$ cat src/rtl/safe_adder_arb_pkg.sv
// Shared types and constant helpers for the safe_adder_arb arbitrated adder slice.
package safe_adder_arb_pkg;

    typedef logic [1:0] state_t;

    localparam state_t IDLE = 2'd0;
    localparam state_t CALC = 2'd1;
    localparam state_t RESP = 2'd2;

    function automatic int id_width(input int n);
        return (n <= 2) ? 1 : $clog2(n);
    endfunction

    function automatic int max2(input int x, input int y);
        return (x > y) ? x : y;
    endfunction

    // Two's-complement extremes for a given width, right-aligned in 64 bits.
    function automatic logic [63:0] sat_max(input int w);
        return (64'd1 << (w - 1)) - 64'd1;
    endfunction

    function automatic logic [63:0] sat_min(input int w);
        return 64'd1 << (w - 1);
    endfunction

endpackage

$ cat src/rtl/safe_adder_arb_if.sv
// Request/response bus of safe_adder_arb; slave modport is the arbiter side.
interface safe_adder_arb_if
    import safe_adder_arb_pkg::*;
#(
    parameter int N_REQ   = 4,
    parameter int A_WIDTH = 13,
    parameter int B_WIDTH = 13,
    parameter int Q_WIDTH = 13,
    parameter int ID_W    = id_width(N_REQ)
);
    logic [N_REQ-1:0]         req_valid;
    logic [N_REQ-1:0]         req_ready;
    logic [N_REQ*A_WIDTH-1:0] req_a;
    logic [N_REQ*B_WIDTH-1:0] req_b;
    logic                     rsp_valid;
    logic                     rsp_ready;
    logic [Q_WIDTH-1:0]       rsp_q;
    logic                     rsp_ovfl;
    logic [ID_W-1:0]          rsp_id;
    logic [N_REQ-1:0]         ovfl_sticky;
    logic [N_REQ-1:0]         ovfl_clr;

    modport slave (
        input  req_valid, req_a, req_b, rsp_ready, ovfl_clr,
        output req_ready, rsp_valid, rsp_q, rsp_ovfl, rsp_id, ovfl_sticky
    );

    modport master (
        output req_valid, req_a, req_b, rsp_ready, ovfl_clr,
        input  req_ready, rsp_valid, rsp_q, rsp_ovfl, rsp_id, ovfl_sticky
    );

endinterface

$ cat src/rtl/safe_adder.sv
// Fixed-point add/subtract with binary-point alignment, LSB truncation and
// range-overflow detection; q is the wrapped two's-complement result.
module safe_adder #(
    parameter int A_WIDTH = 13,
    parameter int A_FRAC  = 8,
    parameter int B_WIDTH = 13,
    parameter int B_FRAC  = 8,
    parameter int Q_WIDTH = 13,
    parameter int Q_FRAC  = 8,
    parameter     OP      = "ADD"
) (
    input  logic [A_WIDTH-1:0] a,
    input  logic [B_WIDTH-1:0] b,
    output logic [Q_WIDTH-1:0] q,
    output logic               ovfl
);
    localparam int  A_INT  = A_WIDTH - A_FRAC;
    localparam int  B_INT  = B_WIDTH - B_FRAC;
    localparam int  FRAC   = (A_FRAC > B_FRAC) ? A_FRAC : B_FRAC;
    localparam int  INT    = (A_INT > B_INT) ? A_INT : B_INT;
    localparam int  W      = INT + 1 + FRAC;
    localparam int  QSH_L  = (Q_FRAC > FRAC) ? (Q_FRAC - FRAC) : 0;
    localparam int  QSH_R  = (FRAC > Q_FRAC) ? (FRAC - Q_FRAC) : 0;
    localparam int  R      = (((W + QSH_L) > Q_WIDTH) ? (W + QSH_L) : Q_WIDTH) + 1;
    localparam bit  IS_SUB = (OP == "SUB");

    logic [W-1:0]       a_al, b_al, sum;
    logic [R-1:0]       sum_ext, scaled;
    logic [R-Q_WIDTH:0] upper;

    always_comb begin
        a_al    = {{(W - A_WIDTH){a[A_WIDTH-1]}}, a} << (FRAC - A_FRAC);
        b_al    = {{(W - B_WIDTH){b[B_WIDTH-1]}}, b} << (FRAC - B_FRAC);
        sum     = IS_SUB ? (a_al - b_al) : (a_al + b_al);
        sum_ext = {{(R - W){sum[W-1]}}, sum};
        // Rescale to the output binary point; dropped LSBs truncate toward -inf.
        scaled  = $signed(sum_ext << QSH_L) >>> QSH_R;
        upper   = scaled[R-1:Q_WIDTH-1];
        ovfl    = !((&upper) || !(|upper));
        q       = scaled[Q_WIDTH-1:0];
    end

endmodule

$ cat src/rtl/safe_adder_arb_rr_arbiter.sv
// Rotating-priority arbiter: the search starts at ptr and wraps from N-1 to 0.
module rr_arbiter #(
    parameter int N    = 4,
    parameter int ID_W = 2
) (
    input  logic [N-1:0]    req,
    input  logic [ID_W-1:0] ptr,
    output logic [N-1:0]    grant,
    output logic [ID_W-1:0] grant_idx
);
    localparam int unsigned NU = N;

    logic            found;
    logic [ID_W-1:0] idx;

    always_comb begin
        grant     = '0;
        grant_idx = '0;
        found     = 1'b0;
        idx       = '0;
        for (int unsigned k = 0; k < NU; k++) begin
            idx = ID_W'((32'(ptr) + k) % NU);
            if (!found && req[idx]) begin
                found      = 1'b1;
                grant[idx] = 1'b1;
                grant_idx  = idx;
            end
        end
    end

endmodule

$ cat src/rtl/safe_adder_arb.sv
// Round-robin sharing of one safe_adder among N_REQ requesters with sticky overflow.
// Define SAFE_ADDER_ARB_SATURATE_EN to saturate rsp_q on overflow instead of wrapping.
module safe_adder_arb
    import safe_adder_arb_pkg::*;
#(
    parameter int N_REQ   = 4,
    parameter int A_WIDTH = 13,
    parameter int A_FRAC  = 8,
    parameter int B_WIDTH = 13,
    parameter int B_FRAC  = 8,
    parameter int Q_WIDTH = 13,
    parameter int Q_FRAC  = 8
) (
    input  logic             clk,
    input  logic             rst,
    safe_adder_arb_if.slave  bus
);
    localparam int ID_W = id_width(N_REQ);

    state_t             state;
    logic [ID_W-1:0]    ptr, gnt_idx, id_lat;
    logic [N_REQ-1:0]   gnt, sticky, sticky_set;
    logic [A_WIDTH-1:0] a_sel, a_lat;
    logic [B_WIDTH-1:0] b_sel, b_lat;
    logic [Q_WIDTH-1:0] sum_q, q_final, rsp_q_r;
    logic               sum_ovfl, rsp_valid_r, rsp_ovfl_r;
    logic [ID_W-1:0]    rsp_id_r;

    rr_arbiter #(.N(N_REQ), .ID_W(ID_W)) u_arb (
        .req       (bus.req_valid),
        .ptr       (ptr),
        .grant     (gnt),
        .grant_idx (gnt_idx)
    );

    always_comb begin
        bus.req_ready = (!rst && state == IDLE) ? gnt : '0;
        a_sel = '0;
        b_sel = '0;
        for (int unsigned i = 0; i < N_REQ; i++) begin
            if (gnt[i]) begin
                a_sel = bus.req_a[i*A_WIDTH +: A_WIDTH];
                b_sel = bus.req_b[i*B_WIDTH +: B_WIDTH];
            end
        end
    end

    safe_adder #(
        .A_WIDTH (A_WIDTH),
        .A_FRAC  (A_FRAC),
        .B_WIDTH (B_WIDTH),
        .B_FRAC  (B_FRAC),
        .Q_WIDTH (Q_WIDTH),
        .Q_FRAC  (Q_FRAC),
        .OP      ("ADD")
    ) u_add (
        .a    (a_lat),
        .b    (b_lat),
        .q    (sum_q),
        .ovfl (sum_ovfl)
    );

`ifdef SAFE_ADDER_ARB_SATURATE_EN
    localparam int          A_INT = A_WIDTH - A_FRAC;
    localparam int          B_INT = B_WIDTH - B_FRAC;
    localparam int          FRAC  = max2(A_FRAC, B_FRAC);
    localparam int          FW    = max2(A_INT, B_INT) + 1 + FRAC;
    localparam logic [63:0] SMAX  = sat_max(Q_WIDTH);
    localparam logic [63:0] SMIN  = sat_min(Q_WIDTH);

    logic [FW-1:0] a_full, b_full, full_sum;

    // The full-precision sign picks the saturation rail; the wrapped sign is unreliable.
    always_comb begin
        a_full   = {{(FW - A_WIDTH){a_lat[A_WIDTH-1]}}, a_lat} << (FRAC - A_FRAC);
        b_full   = {{(FW - B_WIDTH){b_lat[B_WIDTH-1]}}, b_lat} << (FRAC - B_FRAC);
        full_sum = a_full + b_full;
        q_final  = sum_q;
        if (sum_ovfl)
            q_final = full_sum[FW-1] ? SMIN[Q_WIDTH-1:0] : SMAX[Q_WIDTH-1:0];
    end
`else
    always_comb begin
        q_final = sum_q;
    end
`endif

    always_comb begin
        sticky_set = '0;
        if (state == CALC && sum_ovfl)
            sticky_set[id_lat] = 1'b1;
    end

    always_ff @(posedge clk) begin
        if (rst) begin
            state       <= IDLE;
            ptr         <= '0;
            id_lat      <= '0;
            a_lat       <= '0;
            b_lat       <= '0;
            rsp_valid_r <= 1'b0;
            rsp_q_r     <= '0;
            rsp_ovfl_r  <= 1'b0;
            rsp_id_r    <= '0;
            sticky      <= '0;
        end else begin
            sticky <= sticky_set | (sticky & ~bus.ovfl_clr);
            case (state)
                IDLE: begin
                    if (|bus.req_valid) begin
                        a_lat  <= a_sel;
                        b_lat  <= b_sel;
                        id_lat <= gnt_idx;
                        ptr    <= (gnt_idx == ID_W'(N_REQ - 1)) ? '0 : gnt_idx + 1'b1;
                        state  <= CALC;
                    end
                end
                CALC: begin
                    rsp_q_r     <= q_final;
                    rsp_ovfl_r  <= sum_ovfl;
                    rsp_id_r    <= id_lat;
                    rsp_valid_r <= 1'b1;
                    state       <= RESP;
                end
                RESP: begin
                    if (bus.rsp_ready) begin
                        rsp_valid_r <= 1'b0;
                        state       <= IDLE;
                    end
                end
                default: state <= IDLE;
            endcase
        end
    end

    always_comb begin
        bus.rsp_valid   = rsp_valid_r;
        bus.rsp_q       = rsp_q_r;
        bus.rsp_ovfl    = rsp_ovfl_r;
        bus.rsp_id      = rsp_id_r;
        bus.ovfl_sticky = sticky;
    end

endmodule

$ cat src/flat_wrapper.sv
// flat-port wrapper written by rule: the top's interface ports become plain ports
module safe_adder_arb_flat import safe_adder_arb_pkg::*;
#(
    parameter int N_REQ   = 4,
    parameter int A_WIDTH = 13,
    parameter int A_FRAC  = 8,
    parameter int B_WIDTH = 13,
    parameter int B_FRAC  = 8,
    parameter int Q_WIDTH = 13,
    parameter int Q_FRAC  = 8
)
  (clk, rst, bus_req_valid, bus_req_a, bus_req_b, bus_rsp_ready, bus_ovfl_clr, bus_req_ready, bus_rsp_valid, bus_rsp_q, bus_rsp_ovfl, bus_rsp_id, bus_ovfl_sticky);
  safe_adder_arb_if #(.N_REQ(N_REQ), .A_WIDTH(A_WIDTH), .B_WIDTH(B_WIDTH), .Q_WIDTH(Q_WIDTH), .ID_W((2))) bus_i ();
  input  logic clk;
  input  logic rst;
  input wire logic [$bits(bus_i.req_valid)-1:0] bus_req_valid;
  input wire logic [$bits(bus_i.req_a)-1:0] bus_req_a;
  input wire logic [$bits(bus_i.req_b)-1:0] bus_req_b;
  input wire logic [$bits(bus_i.rsp_ready)-1:0] bus_rsp_ready;
  input wire logic [$bits(bus_i.ovfl_clr)-1:0] bus_ovfl_clr;
  output wire logic [$bits(bus_i.req_ready)-1:0] bus_req_ready;
  output wire logic [$bits(bus_i.rsp_valid)-1:0] bus_rsp_valid;
  output wire logic [$bits(bus_i.rsp_q)-1:0] bus_rsp_q;
  output wire logic [$bits(bus_i.rsp_ovfl)-1:0] bus_rsp_ovfl;
  output wire logic [$bits(bus_i.rsp_id)-1:0] bus_rsp_id;
  output wire logic [$bits(bus_i.ovfl_sticky)-1:0] bus_ovfl_sticky;
  assign bus_i.req_valid = bus_req_valid;
  assign bus_i.req_a = bus_req_a;
  assign bus_i.req_b = bus_req_b;
  assign bus_i.rsp_ready = bus_rsp_ready;
  assign bus_i.ovfl_clr = bus_ovfl_clr;
  assign bus_req_ready = bus_i.req_ready;
  assign bus_rsp_valid = bus_i.rsp_valid;
  assign bus_rsp_q = bus_i.rsp_q;
  assign bus_rsp_ovfl = bus_i.rsp_ovfl;
  assign bus_rsp_id = bus_i.rsp_id;
  assign bus_ovfl_sticky = bus_i.ovfl_sticky;
  safe_adder_arb #(.N_REQ(N_REQ), .A_WIDTH(A_WIDTH), .A_FRAC(A_FRAC), .B_WIDTH(B_WIDTH), .B_FRAC(B_FRAC), .Q_WIDTH(Q_WIDTH), .Q_FRAC(Q_FRAC)) u_core (.clk(clk), .rst(rst), .bus(bus_i));
endmodule
$ cat config.mk
export PLATFORM = sky130hd
export DESIGN_NAME = safe_adder_arb_flat
export DESIGN_NICKNAME = d
export VERILOG_FILES = /design/src/rtl/safe_adder_arb_pkg.sv /design/src/rtl/safe_adder_arb_if.sv /design/src/rtl/safe_adder.sv /design/src/rtl/safe_adder_arb_rr_arbiter.sv /design/src/rtl/safe_adder_arb.sv /design/src/flat_wrapper.sv
export SDC_FILE = /design/constraint.sdc
export NUM_CORES = 1
export LEC_CHECK = 0
export ABC_AREA = 1
export ABC_CLOCK_PERIOD_IN_PS = 2950
export CAP_MARGIN = 20
export CORE_ASPECT_RATIO = 0.9
export CORE_UTILIZATION = 47
export DETAILED_ROUTE_END_ITERATION = 8
export GPL_TIMING_DRIVEN = 0
export PLACE_DENSITY = 0.82
export REMOVE_ABC_BUFFERS = 1
export SYNTH_ARGS = -nofsm -noshare
export SYNTH_HDL_FRONTEND = slang
export SYNTH_SLANG_ARGS = --single-unit
$ cat constraint.sdc
create_clock -name clk -period 2.95 [get_ports clk]
set_input_delay 0.295 -clock clk [delete_from_list [all_inputs] [get_ports clk]]
set_output_delay 0.295 -clock clk [all_outputs]
set_load 0.05 [all_outputs]
Yosys cells after proc, flatten, opt, wreduce, memory -nomap -nowiden --
Index checks and enable logic that the tools add are counted.
Storage, ports and cells: bits in registers 53, input port bits 115
Operators by class: $add $sub $neg 5, $lt $le $gt $ge 10, eq/ne operators 5, muxes and demuxes 45, bitwise logic cells 6, reduce and logical (&&, ||, !) cells 25
Operators with widths (number):
- 2-to-1 mux 13 bit | 8
- 2-to-1 mux 4 bit | 6
- OR 4 bit | 4
- < comparator 2 x 3 -> 1 bit, second input constant | 5
- adder 13 x 13 -> 14 bit | 1
- 2-to-1 mux 2 bit | 7
- 2-to-1 mux 1 bit | 13
- demux 1 bit (select 2 bit) | 5
- greater-or-equal comparator 2 x 1 -> 1 bit, second input constant | 5
- logical AND 1 bit | 10
- binary-select mux 1 bit (select 2 bit) | 4
- AND reduction 2 bit | 4
- logical NOT 1 bit | 6
- one-hot mux 2 bit (3 select lines) | 1
- adder 2 x 1 -> 2 bit, second input constant | 2
- adder 2 bit, second input constant | 2
- bitwise AND 4 bit | 1
- == test 2 bit, second input constant | 2
- != test 2 bit, second input constant | 2
- inverter 4 bit | 1
- OR reduction 4 bit | 1
- == test 2 x 1 -> 1 bit, second input constant | 1
- logical NOT 2 bit | 1
- one-hot mux 1 bit (2 select lines) | 1
- other kinds (3) | 3

Logic depth before layout (Yosys ltp) --
word-level depth 16, depth in mapped cells 16

Cells and area by module --
From an unflattened synthesis, not the netlist that was laid out.
Unflattened totals: cells, all modules 659, area, all modules 4093.9 um2
Modules (own cells, without submodules):
- safe_adder_arb | instances 1, cells an instance 471, area an instance 2979.1 um2
- safe_adder | instances 1, cells an instance 115, area an instance 675.6 um2
- rr_arbiter | instances 1, cells an instance 73, area an instance 439.2 um2

Least setup slack after synthesis --
OpenSTA, ideal clock, no wires.
path kind reg2out, from reg with a tool-made name, to out bus_req_ready[3], arrival 2.186 ns, data required time 2.655 ns, setup slack 0.469 ns, cell stages (with the launch flop) 13, cell sequence dfxtp_1 inv_2 ha_1 inv_1 nand3_1 nand2_1 nand2_1 nor2_1 a21oi_2 nand2_2 buf_2 nand2_1 inv_1
RTL lines:
- end, declared | line flat_wrapper.sv:21 | output wire logic [$bits(bus_i.req_ready)-1:0] bus_req_ready;

Worst setup path after layout --
from reg u_core.ptr[1], to out bus_req_ready[1]
On the way: longest elaborated chain between the ends 13
Ends and longest elaborated chain:
- start, declared | line safe_adder_arb.sv:21 | logic [ID_W-1:0] ptr, gnt_idx, id_lat;
- start signal, assigned | line safe_adder_arb.sv:114 | ptr <= (gnt_idx == ID_W'(N_REQ - 1)) ? '0 : gnt_idx + 1'b1;
- parallel branches: the longest is 11 deep, another holds < comparator 2 x 3 -> 1 bit
- 2-to-1 mux 4 bit (*) | line safe_adder_arb_rr_arbiter.sv:23 | if (!found && req[idx]) begin
- 2-to-1 mux 4 bit (*) | line safe_adder_arb.sv:37 | bus.req_ready = (!rst && state == IDLE) ? gnt : '0;
Every way passes the cells marked *. The select of a mux whose other input is x is not followed.

==> impl_metrics.ini <==
[sta]
tns_ns = 0
timing.fmax_mhz = 354.9
slew_headroom_pct = 34.49
hold_viol = 0
fin_crit_sh_pct = 95.51
fin_skew_ns = 0.004062
worst_slew_pin_slew_ns = 0.9826
setup_viol = 0
drv_slew = 0
timing.final.crit_period_ns = 2.818
rsz0062_at_grt = false

[setup_path]
critPathLaunchType = flip-flop
required_ns = 2.65
arrival_ns = 2.52
end_kind = output port
cpPeakStageDelay_ns = 0.43
worstPathCellList = inv_2 -> ha_2 -> inv_2 -> nand3_1 -> nand2_1 -> nor2_8 -> nand3_2 -> nand3_4 -> nand2_1 -> inv_1 -> clkdlybuf4s15_2
criticalPathCategory = flip-flop to output port
reg2reg_from = u_core.ptr[1]$_SDFFE_PP0P_
cp_max_fo = 7
critPathLaunch = u_core.ptr[1]$_SDFFE_PP0P_
cpMaxStageDelayCell = dfxtp_2

[synth]
syn_inst = 684
netlist_area_um2 = 4177
ys_ff_latch = 53
synth_warnings = 0
seq_area_frac_synth_pct = 25.40
yosys.area.top_type = dfxtp_1
syn_avg_cell_area_um2 = 6.106
synth_top_area_share_pct = 25.40
synth_cell_types = 42
synth_area_leaders = dfxtp_1 25%, nand2_1 20%, a21oi_1 14%

[hold_path]
hold_class = flip-flop to flip-flop
hold_start = u_core.bus.ovfl_sticky[2]$_SDFF_PP0_

[clocking]
clk_pin_slew_ns = 0.09
cts_sinks = 53
cts_inserted_buffers = 5
htree_levels = 2
tritoncts = done
cts_root_buf = clkbuf_8
insertion_delay_ns = 0.31
cts.path.max_buffers = 2

[finish]
final_net_count = 952
layout_commonest_cell = nand2_1
drive_above_1_share_pct = 9.191
antennaDiodeCount = 0
fin_util_pct = 67.83
mostFrequentLayoutCells = 217 x nand2_1, 134 x clkdlybuf4s50_1, 121 x a21oi_1
finalNonFillerCells = 935
area_delta_synth_final_pct = 39.81

[grt]
grt_pass1_wl_um = 21840
track_usage_pct = 30.01
grt_max_degree = 58
grt_pass1_vias = 4593
antenna_found_initial = 0
grt-ovfl-total = 0

[route]
ant_nets = 0
viasPerCell = 5.246
drc = 0
routedWlPerCell_um = 14.71
wl_um = 13760
dr.pass1.iters = 8
routed-via-count = 4905
drtIter0Drc = 312

[placement]
placed_cells = 911
dp.final_hpwl_um = 8021
place.port_buffers = 139
globalplace.congestion = 0.8887

[pwr]
p_per_area_nw_per_um2 = 1009
report.power.total_mw = 5.893
p_leak_nw = 2.900
max-vdd-ir-drop_mv = 0.4366

[die]
die_h_um = 91.43
die_area_um2 = 9268
io_pins = 140
core-area_um2 = 8608
die_w_um = 101.4
start_util_pct = 48.52
rows = 32

[status]
status = finished, final reports clean

[flow_run]
cap_violations = 0
-- worst paths after layout --
path / slack (ns) / cells past startpoint / to
max: 0.13 / 11 / bus_req_ready[1]
min: 0.46 / 2 / u_core.bus.ovfl_sticky[2]$_SDFF_PP0_
min reg2reg: 0.46 / 2 / u_core.bus.ovfl_sticky[2]$_SDFF_PP0_
max reg2reg: 0.21 / 15 / u_core.a_lat[12]$_SDFFE_PP0P_
-- power breakdown --
group          switching (mW)  internal (mW)  total [mW]  leakage [nW]
Clock                   0.235          0.187       0.421        0.0443
Sequential              0.115          0.885        1.00         0.437
Combinational            2.94           1.54        4.47          2.42
-- synthesized netlist by cell type --
cell type and count:
a211oi_1 1, a21boi_0 1, a21boi_1 1, a21boi_2 1, a21o_1 1, a21oi_1 121
a21oi_2 13, a21oi_4 1, buf_1 3, buf_2 8, buf_4 3, buf_6 7
clkbuf_1 10, dfxtp_1 53, fa_1 1, ha_1 20, inv_1 97, inv_2 3
inv_4 1, nand2_1 218, nand2_2 4, nand2_4 1, nand3_1 21, nand3_2 5
nand3_4 1, nand3b_1 1, nand4_1 6, nor2_1 38, nor2_4 1, nor2_8 1
nor3_1 2, nor4_1 1, o211ai_1 2, o21a_1 1, o21ai_0 23, o21bai_1 1
o221ai_1 2, o22ai_1 1, or2_1 1, or2_2 1, xnor2_1 1, xor2_1 5
-- layout make-up --
class	count	area [um2]
fill	750	2769
multi-input combinational	505	2699
clock buffer	7	86.33
inverter	101	381.6
sequential	53	1066
tap	119	148.9
timing repair buffer	150	1458
-- flip-flops by register name, indices dropped and copies added, names as in the netlist, 2 cells and up, named ones only --
register / count
u_core.bus.rsp_q: 13
u_core.bus.ovfl_sticky: 4
u_core.a_lat: 13
u_core.bus.rsp_id: 2
u_core.state: 2
u_core.b_lat: 13
u_core.id_lat: 2
-- what timing repair did --
action / 4_1_cts / 5_1_grt
pin swaps: 4 / 1
gates resized for setup: 34 / 7
endpoints found under the setup margin: 30 / 27
setup buffers: 3 / 8
hold buffers: 0 / 0
cloned: 6 / 0
-- critical path, delay by kind of cell, from the launching register on --
kind	cells	cell delay (ns)
AND/OR/NAND/NOR	6	0.78
adder cells (fa/ha/maj)	1	0.40
flip-flops	1	0.43
buffers and inverters	4	0.61
-- per-stage QoR --
step	area [um2]	worst slack (ns)	hold slack, ns
after floorplan	3986	0.03677	0.3574
after global placement	5527	-0.9929	0.4536
after detailed placement	5522	-1.087	0.4557
after CTS	5771	0.03572	0.4685
after global routing	5839	0.02635	0.4963
final	5839	0.1324	0.4636
-- per-layer routing --
metal | share of wire (%) | routed length (um) | global-route usage [%] | vias up
met5 | 0 | 0 | 0 | -
met4 | 2.8 | 391 | 10.14 | 0
met3 | 7.3 | 1006 | 4.465 | 42
met2 | 48 | 6597 | 53.00 | 233
met1 | 42 | 5759 | 36.73 | 2180
li1 | - | - | - | 2450
-- cells by family after synthesis --
| kind of cell | Yosys count | share of synthesized area (%) |
|---|---|---|
| fa+ha+maj | 21 | 6.471 |
| buf+inv | 132 | 13.69 |
| compound gates | 170 | 22.65 |
| xor+xnor | 6 | 1.258 |
| flops | 53 | 25.40 |
| simple gates | 302 | 30.53 |
Power figures use the tool's default switching activity.
